[config.mk]
export PLATFORM = sky130hd
export DESIGN_NAME = fir_output_requant
export DESIGN_NICKNAME = d
export VERILOG_FILES = /design/src/rtl/fir_output_requant.sv
export SDC_FILE = /design/constraint.sdc
export NUM_CORES = 1
export LEC_CHECK = 0
export ABC_AREA = 1
export BUFFER_PORTS_ARGS = -buffer_cell sky130_fd_sc_hd__buf_2
export CAP_MARGIN = 40
export CORE_MARGIN = 5
export CORE_UTILIZATION = 46
export CTS_BUF_LIST = sky130_fd_sc_hd__clkbuf_8 sky130_fd_sc_hd__clkbuf_16
export CTS_CLUSTER_DIAMETER = 150
export DETAILED_ROUTE_END_ITERATION = 10
export HOLD_SLACK_MARGIN = 0.05
export PLACE_DENSITY_LB_ADDON = 0.15
export REMOVE_ABC_BUFFERS = 1
export SETUP_SLACK_MARGIN = 0.05
export SYNTH_ARGS = -nofsm -noshare
export SYNTH_HDL_FRONTEND = slang
export SYNTH_SLANG_ARGS = --single-unit
[constraint.sdc]
create_clock -name aclk -period 3.7 [get_ports aclk]
set_clock_uncertainty 0.2 [all_clocks]
set_input_delay 0.185 -clock aclk [delete_from_list [all_inputs] [get_ports aclk]]
set_output_delay 0.185 -clock aclk [all_outputs]
set_load 0.05 [all_outputs]
[src/rtl/fir_output_requant.sv]
// Rounds/saturates the FIR core's full-precision stream to OUT_W bits and buffers it
// in a show-ahead FIFO behind an AXI-stream master. Optional: FIR_REQUANT_STATS_EN.
module fir_output_requant #(
  parameter int unsigned IN_W       = 40,
  parameter int unsigned OUT_W      = 16,
  parameter int unsigned SHIFT      = 15,
  parameter int unsigned FIFO_DEPTH = 8
) (
  input  logic                          aclk,
  input  logic                          areset,
  input  logic                          s_axis_tvalid,
  input  logic [IN_W-1:0]               s_axis_tdata,
  output logic                          m_axis_tvalid,
  input  logic                          m_axis_tready,
  output logic [OUT_W-1:0]              m_axis_tdata,
  output logic                          sat_pulse,
  output logic                          overflow,
  input  logic                          ovf_clr,
  output logic [$clog2(FIFO_DEPTH):0]   level
`ifdef FIR_REQUANT_STATS_EN
  ,
  output logic [31:0]                   sat_count,
  output logic [31:0]                   drop_count
`endif
);

  localparam int unsigned PTR_W = $clog2(FIFO_DEPTH);
  localparam int unsigned LVL_W = PTR_W + 1;

  localparam logic signed [IN_W:0] HALF  = {{IN_W{1'b0}}, 1'b1} << (SHIFT - 1);
  localparam logic signed [IN_W:0] MAX_V = {{(IN_W - OUT_W + 2){1'b0}}, {(OUT_W - 1){1'b1}}};
  localparam logic signed [IN_W:0] MIN_V = {{(IN_W - OUT_W + 2){1'b1}}, {(OUT_W - 1){1'b0}}};

  logic                   s1_valid_q, s1_valid_d;
  logic signed [IN_W:0]   s1_data_q, s1_data_d;
  logic signed [IN_W:0]   rnd_sum;
  logic [OUT_W-1:0]       clip_d;
  logic                   clip_hit;
  logic                   sat_pulse_q, sat_pulse_d;
  logic                   overflow_q, overflow_d;
  logic [PTR_W-1:0]       wr_ptr_q, wr_ptr_d, rd_ptr_q, rd_ptr_d;
  logic [LVL_W-1:0]       level_q, level_d;
  logic                   pop, full, wr_en, drop;
  logic [OUT_W-1:0]       mem_q [FIFO_DEPTH];

  // Stage 1: round-half-up in IN_W+1 bits so the offset add cannot overflow
  always_comb begin
    rnd_sum    = $signed({s_axis_tdata[IN_W-1], s_axis_tdata}) + HALF;
    s1_valid_d = s_axis_tvalid;
    s1_data_d  = s_axis_tvalid ? (rnd_sum >>> SHIFT) : s1_data_q;
  end

  always_comb begin
    clip_hit = 1'b0;
    clip_d   = s1_data_q[OUT_W-1:0];
    if (s1_data_q > MAX_V) begin
      clip_hit = 1'b1;
      clip_d   = MAX_V[OUT_W-1:0];
    end else if (s1_data_q < MIN_V) begin
      clip_hit = 1'b1;
      clip_d   = MIN_V[OUT_W-1:0];
    end
    sat_pulse_d = s1_valid_q & clip_hit;
  end

  // A pop frees the slot in the same cycle, so full+write+pop never drops
  always_comb begin
    pop        = (level_q != '0) & m_axis_tready;
    full       = (level_q == LVL_W'(FIFO_DEPTH));
    wr_en      = s1_valid_q & (~full | pop);
    drop       = s1_valid_q & full & ~pop;
    level_d    = level_q + LVL_W'(wr_en) - LVL_W'(pop);
    wr_ptr_d   = wr_en ? wr_ptr_q + PTR_W'(1) : wr_ptr_q;
    rd_ptr_d   = pop ? rd_ptr_q + PTR_W'(1) : rd_ptr_q;
    overflow_d = drop ? 1'b1 : (ovf_clr ? 1'b0 : overflow_q);
  end

  always_ff @(posedge aclk or posedge areset) begin
    if (areset) begin
      s1_valid_q  <= 1'b0;
      s1_data_q   <= '0;
      sat_pulse_q <= 1'b0;
      overflow_q  <= 1'b0;
      wr_ptr_q    <= '0;
      rd_ptr_q    <= '0;
      level_q     <= '0;
    end else begin
      s1_valid_q  <= s1_valid_d;
      s1_data_q   <= s1_data_d;
      sat_pulse_q <= sat_pulse_d;
      overflow_q  <= overflow_d;
      wr_ptr_q    <= wr_ptr_d;
      rd_ptr_q    <= rd_ptr_d;
      level_q     <= level_d;
    end
  end

  always_ff @(posedge aclk) begin
    if (wr_en) mem_q[wr_ptr_q] <= clip_d;
  end

  assign m_axis_tvalid = (level_q != '0);
  assign m_axis_tdata  = m_axis_tvalid ? mem_q[rd_ptr_q] : '0;
  assign sat_pulse     = sat_pulse_q;
  assign overflow      = overflow_q;
  assign level         = level_q;

`ifdef FIR_REQUANT_STATS_EN
  logic [31:0] sat_count_q, sat_count_d, drop_count_q, drop_count_d;

  always_comb begin
    sat_count_d  = sat_count_q;
    drop_count_d = drop_count_q;
    if (sat_pulse_d && sat_count_q != '1) sat_count_d = sat_count_q + 32'd1;
    if (ovf_clr)                           drop_count_d = drop ? 32'd1 : 32'd0;
    else if (drop && drop_count_q != '1)   drop_count_d = drop_count_q + 32'd1;
  end

  always_ff @(posedge aclk or posedge areset) begin
    if (areset) begin
      sat_count_q  <= '0;
      drop_count_q <= '0;
    end else begin
      sat_count_q  <= sat_count_d;
      drop_count_q <= drop_count_d;
    end
  end

  assign sat_count  = sat_count_q;
  assign drop_count = drop_count_q;
`endif

endmodule

==> impl_metrics.tcl, run 1 <==
set metrics [dict create \
    status "complete, no violations" \
    synthTopCellsByCount "nor2_1 (162), nand2_1 (150), edfxtp_1 (128)" \
    synthTopCellsByArea "edfxtp_1 (50%), dfrtp_1 (13%), nor2_1 (8.0%)" \
    cts_buffers 17 \
    viasPerCell 5.17 \
    crit_fanout 65 \
    p_leak_nw 3.73 \
    synth_warnings 0 \
    grt_pass1_vias 5472 \
    chipHeight_um 139 \
    clockRootBuffer "clkbuf_16" \
    ys_types 35 \
    grt_setup_unrepaired "no" \
    die_area_mm2 0.0193 \
    final_layout_size_suffix_gt1_frac 0.149 \
    path_depth 6 \
    gp_congestion 0.918 \
    endpoint "m_axis_tdata[15]" \
    period_needed_ns 2.76 \
    startpoint "rd_ptr_q[0]" \
    relSlewSlack 0.515 \
    wirelength_mm 17.7 \
    vdd_drop_max_mv 0.506 \
    async_reset_ff_frac 0.234 \
    cts_tree "done" \
    cts_sinks 167 \
    criticalPathCategory "flip-flop to primary output" \
    synth_edf_count 128 \
    critPathBufInv 2 \
    path_common_cell "nor2_1" \
    crit_chain "buf_4, o21ai_0, o22ai_1, nor2_1, nor2_1, buf_2" \
    ys_seq_elements 167 \
    syn_area_per_cell_um2 9.97 \
    yosys.area.top_type "edfxtp_1" \
    die_w_um 139 \
    synth-main-ff-cell "edfxtp_1" \
    synth.cell_area_mm2 0.00765 \
    cap_violations 0 \
    via_count 5684 \
    worstSetupStartpointType "flip-flop" \
    portBuffers 53 \
    ctsHtreeMaxLevel 4 \
    synth_most_common_cell "nor2_1" \
    reg2reg_to "mem_q[1][3]" \
    area_growth_syn_to_layout_pct 21.0 \
    worst_path_max_delay_cell "buf_4" \
    path_clk_slew_ns 0.06 \
    post-cts-setup-buffers 0 \
    fin_cells 1100 \
    required_ns 3.31 \
    worstSkewPairLatency_ns 0.43 \
    synth_top_cell_area_share 0.503 \
    slowest_delay_ns 0.53 \
    ant_nets 0 \
    drv_slew 0 \
    core_area_mm2 0.0165 \
    hold_path_class "primary input to flip-flop" \
    drc 0 \
    nets 922 \
    nFillCells 1456 \
    critPathCaptureType "primary output" \
    finalPower_mw 6.99 \
    rows 47 \
    grt_max_degree 66 \
    hold_viol_final 0 \
    placedCellCount 1030 \
    pwr_density_cell_mw_per_mm2 755 \
    seq_area_frac_synth 0.630 \
    max_freq_ghz 0.362 \
    post-route-period-util 0.747 \
    hpwl_mm 11.5 \
    grt_pass1_wl_mm 28.1 \
    r2r-start "level[2]" \
    drt_iter0_drc 321 \
    setup_viol 0 \
    cp.arrival_ns 2.38 \
    setup_slack_ns 0.936 \
    clockBufferDepth 2 \
    drt_pre_antenna_iters 4 \
    overflow 0 \
    start_util 0.465 \
    antenna_found_initial 0 \
    tns_ns 0 \
    postSynthCellCount 767 \
    crit_family "buffers and inverters" \
    tightest_slew_ns 0.727 \
    ff2ff_setup_slack_ns 1.25 \
    pre_cts_ws_ns 1.24 \
    postLayoutCoreUtil 0.562 \
    worst-r2r-cell-count 10 \
    io_pins 68 \
    wl_per_cell_um 16.1 \
    grt_usage 0.186 \
    diodes 0 \
]
## per-layer routing
layer | GRT usage | vias up | part of all wire
met3 | 0.0376 | 20 | 0.041
met1 | 0.241 | 2747 | 0.44
met2 | 0.314 | 123 | 0.50
li1 | - | 2794 | -
met5 | 0 | - | 0
met4 | 0.0618 | 0 | 0.017
## per-stage QoR
stage                     cell area [um^2]  hold slack, ns
after floorplan                       7490          0.0164
after global placement                8220           0.183
after detailed placement              8270          0.0504
after CTS                             9250          0.0765
after global routing                  9250           0.119
final                                 9250          0.0880
## power breakdown
group	total [mW]	internal [mW]	switching [mW]	leakage (nW)
sequential	2.47	2.34	0.127	1.62
clock	1.79	1.06	0.727	0.293
combinational	2.73	0.742	1.99	1.82
total	6.99	4.15	2.84	3.73
## kinds of logic (layout without fill, tap and decap cells)
family / count (synthesis) / after routing / synth area share
fa+ha+maj: 10 / 10 / 0.0173
buf+inv: 83 / 196 / 0.0456
compound gates: 129 / 129 / 0.0941
simple gates: 368 / 368 / 0.201
flops: 167 / 167 / 0.630
xor+xnor: 10 / 10 / 0.0115
## timing repair
action                                 in CTS  in global routing
gates resized for setup                     0                  0
endpoints found under the hold margin      57                  0
hold buffers                               38                  0
## worst reg2reg max path, cell delays in order (launching register included)
cell and delay [ns]:
dfrtp_1 0.34, inv_1 0.07, ha_1 0.21, nand2_2 0.08
nand2_2 0.07, nand2_1 0.09, nand2_2 0.09, inv_1 0.11
nand2_1 0.12, nor2_1 0.48, buf_4 0.29
## state kept, by name (all words and copies together), names as in the netlist
name        count
s1_data_q      26
overflow        1
mem_q         128
rd_ptr_q        3
sat_pulse       1
s1_valid_q      1
wr_ptr_q        3
level           4
## worst min-delay path by stage
stage                               to  depth (start not counted)        startpoint
after floorplan             s1_valid_q                          0     s_axis_tvalid
after global placement        overflow                          2           ovf_clr
after detailed placement      level[3]                          2            areset
after CTS                 s1_data_q[1]                          4  s_axis_tdata[14]
after global routing      s1_data_q[1]                          4  s_axis_tdata[14]
final                     s1_data_q[1]                          4  s_axis_tdata[14]
## area by class of cell
class                           instances  area, um^2  share of cell area
Inverter                               51         191              0.0207
Timing Repair Buffer                  113         881              0.0952
Tap cell                              220         275              0.0297
Clock inverter                         15         179              0.0193
Multi-Input combinational cell        517        2480               0.268
Sequential cell                       167        4820               0.521
Clock buffer                           17         425              0.0460
## layout by cell type, fill, tap and decap left out, types with 2 or more instances in the layout
cell,count
nand2_2,10
clkinvlp_4,2
o21ai_0,78
nand2_1,150
edfxtp_1,128
nor2_2,3
nand3_1,25
a31oi_1,2
clkbuf_16,17
o21ai_1,4
inv_1,50
dlygate4sd3_1,38
clkinv_4,5
ha_1,9
nor2_4,5
inv_6,2
inv_2,2
o22ai_1,18
a21oi_1,9
buf_12,4
bufinv_16,3
xor2_1,7
buf_2,53
dfrtp_1,38
xnor2_1,3
o211ai_1,16
nand4_1,6
buf_4,17
nor2_1,162
No activity file was read; power rests on OpenSTA's default activity.
==> inputs of run 2 (changes only) <==
Settings changed: ABC_AREA 1 to 0.
Clock period 3.7 ns to 2.7 ns, I/O delays scaled along.
==> run 2 against run 1 <==
Net effect: global-route usage down 1.7 points; setup slack worse by 0.81 ns; critical path type is now primary input to flip-flop; flip-flop and latch count did not move.
==> impl_metrics.tcl, run 2 <==
set metrics [dict create \
    yosys.area_share.simple 0.0980 \
    wl_per_cell_um 17.9 \
    final_common_cell "edfxtp_1" \
    async_reset_ff_frac 0.234 \
    grt_setup_unrepaired "no" \
    drt_pre_antenna_iters 4 \
    synth_warnings 0 \
    ant_nets 0 \
    relSlewSlack 0.561 \
    largest_reg_flops 128 \
    cap_violations 0 \
    synth.cell_area_mm2 0.00720 \
    p_comb_frac 0.375 \
    grt_pass1_wl_mm 23.4 \
    synth_most_common_cell "edfxtp_1" \
    postSynthCellCount 475 \
    max_freq_ghz 0.388 \
    final_cell_mix "edfxtp_1 (128), buf_2 (53), nor2_1 (49)" \
    hold_path_class "primary input to flip-flop" \
    hold_viol_final 0 \
    die_area_mm2 0.0182 \
    tns_ns 0 \
    drt_iter0_drc 286 \
    pwr_density_cell_mw_per_mm2 1010 \
    clockBufferDepth 2 \
    startpoint "s_axis_tdata[30]" \
    ys_types 45 \
    synth_compound_area_frac 0.0372 \
    area_growth_syn_to_layout_pct 22.8 \
    finalPower_mw 8.91 \
    chipHeight_um 135 \
    rows 45 \
    ctsHtreeMaxLevel 4 \
    synth_mux_area_frac 0.127 \
    portBuffers 53 \
    status "complete, no violations" \
    post-route-period-util 0.955 \
    fin_area_mm2 0.00884 \
    worstSkewPairLatency_ns 0.41 \
    diodes 0 \
    path_common_cell "dlygate4sd3_1" \
    cts_buffers 17 \
    p_sw_frac 0.358 \
    synth-main-ff-cell "edfxtp_1" \
    worst_path_max_delay_cell "dlygate4sd3_1" \
    gp_congestion 0.777 \
    p_leak_nw 3.25 \
    placedCellCount 732 \
    critPathCaptureType "flip-flop" \
    vdd_drop_max_mv 0.697 \
    tightest_slew_ns 0.658 \
    viasPerCell 5.29 \
    placed_cell_area_mm2 0.00777 \
    cts_sinks 167 \
    hpwl_mm 8.61 \
    clockRootBuffer "clkbuf_16" \
    crit_fanout 13 \
    period_needed_ns 2.58 \
    fin_cells 813 \
    r2r-start "level[2]" \
    yosys.area_share.adder 0.0184 \
    grt_max_degree 40 \
    yosys.area.top_type "edfxtp_1" \
    path_clk_slew_ns 0.06 \
    ys_seq_elements 167 \
    die_w_um 135 \
    synth_top_cell_area_share 0.534 \
    p_int_mw 5.72 \
    wirelength_mm 14.5 \
    synth_top_family_by_area "multiplexers" \
    required_ns 2.79 \
    synth_xor_xnor_area_share 0.0231 \
    crit_chain "dlygate4sd3_1, buf_2, and4_2, nand2_4, o31ai_1, dlygate4sd3_1, a31oi_1, dlygate4sd3_1" \
    final_layout_size_suffix_gt1_frac 0.244 \
    synthTopCellsByArea "edfxtp_1 (53%), dfrtp_1 (14%), mux4_2 (10%)" \
    clkPwrFrac 0.246 \
    synth_edf_count 128 \
    critPathBufInv 4 \
    worstSetupStartpointType "primary input" \
    cts_tree "done" \
    antenna_found_initial 0 \
    crit_family "buffers and inverters" \
    via_count 4303 \
    syn_area_per_cell_um2 15.2 \
    nets 646 \
    grt_pass1_vias 4415 \
    switching_power_mw 3.19 \
    min-delay-start "s_axis_tvalid" \
    drc 0 \
    criticalPathCategory "primary input to flip-flop" \
    setup_viol 0 \
    start_util 0.472 \
    cp.arrival_ns 2.67 \
    synthTopCellsByCount "edfxtp_1 (128), nor2_1 (49), nand2_1 (44)" \
    core_area_mm2 0.0153 \
    grt_usage 0.169 \
    io_pins 68 \
    seq_area_frac_synth 0.670 \
    overflow 0 \
    seqPwrFrac 0.379 \
    slowest_delay_ns 0.61 \
    drv_slew 0 \
    top_register "mem_q" \
]
run 2: cell count changes after synthesis, sizes merged, moves of 8 or more:
| cell | previous run | this run |
|---|---|---|
| a31oi | 2 | 10 |
| buf | 18 | 5 |
| inv | 51 | 16 |
| mux2i | 0 | 16 |
| mux4 | 0 | 32 |
| nand2 | 161 | 44 |
| nand3 | 26 | 7 |
| nor2 | 171 | 49 |
| o211ai | 16 | 1 |
| o21ai | 82 | 6 |
| o22ai | 18 | 0 |
| xnor2 | 3 | 12 |
run 2: layout make-up:
class	count	area, um^2
Inverter	16	60.1
Multi-Input combinational cell	268	2250
Clock buffer	17	425
Tap cell	211	264
Sequential cell	167	4820
Timing Repair Buffer	121	921
Fill cell	1222	6420
Clock inverter	13	103
run 2: power groups by stage:
stage               clock network (mW)  registers, mW  logic (mW)
floorplan                            0           3.71        2.12
global placement                     0           3.40        3.28
detailed placement                   0           3.43        3.33
CTS                               2.23           3.38        3.39
global route                      2.35           3.41        3.62
finish                            2.19           3.38        3.34
run 2: what timing repair did:
item,CTS,global route
resized for setup,0,10
hold buffers,48,0
setup buffers,0,3
hold endpoints to repair,69,0
setup endpoints to repair,0,8
run 2: kinds of logic (layout without fill, tap and decap cells):
logic type / Yosys count / after routing
flip-flops: 167 / 167
XOR/XNOR: 19 / 19
AND/OR/NAND/NOR: 144 / 144
AO/OA/AOI/OAI: 44 / 44
adder cells (fa/ha/maj): 10 / 10
buffers and inverters: 40 / 167
multiplexers: 51 / 51
run 2: through the flow:
step | hold WS (ns) | util | setup slack (ns)
after global routing | 0.110 | 0.579 | 0.0541
after CTS | 0.0666 | 0.575 | 0.0768
after global placement | 0.0719 | 0.509 | 0.159
after detailed placement | 0.0838 | 0.509 | 0.128
final | 0.0970 | 0.579 | 0.122
after floorplan | -0.0336 | - | -0.677
run 2: worst paths after layout:
kind	to	slack [ns]	cells past startpoint
worst max-delay path	s1_data_q[20]	0.12	8
worst min-delay path	s1_data_q[10]	0.1	2
worst max register to register	level[3]	0.21	10
worst min register to register	s1_data_q[0]	0.31	1
max in group asynchronous	rd_ptr_q[0]	1.76	4
min in group asynchronous	level[2]	0.18	4
run 2: per-layer routing:
metal | track usage | part of all wire | vias to the layer above
met5 | 0 | 0 | -
met4 | 0.0638 | 0.013 | 0
met3 | 0.0294 | 0.038 | 13
met2 | 0.272 | 0.50 | 96
met1 | 0.233 | 0.45 | 2159
li1 | - | - | 2035
run 2: worst reg2reg max path, cell delays in order, from the launching register on:
cell	delay, ns
dfrtp_1	0.38
inv_2	0.08
ha_2	0.18
or3b_2	0.47
o21ai_2	0.15
ha_1	0.16
inv_1	0.07
ha_1	0.27
a21o_1	0.17
a21oi_2	0.15
xor2_1	0.15
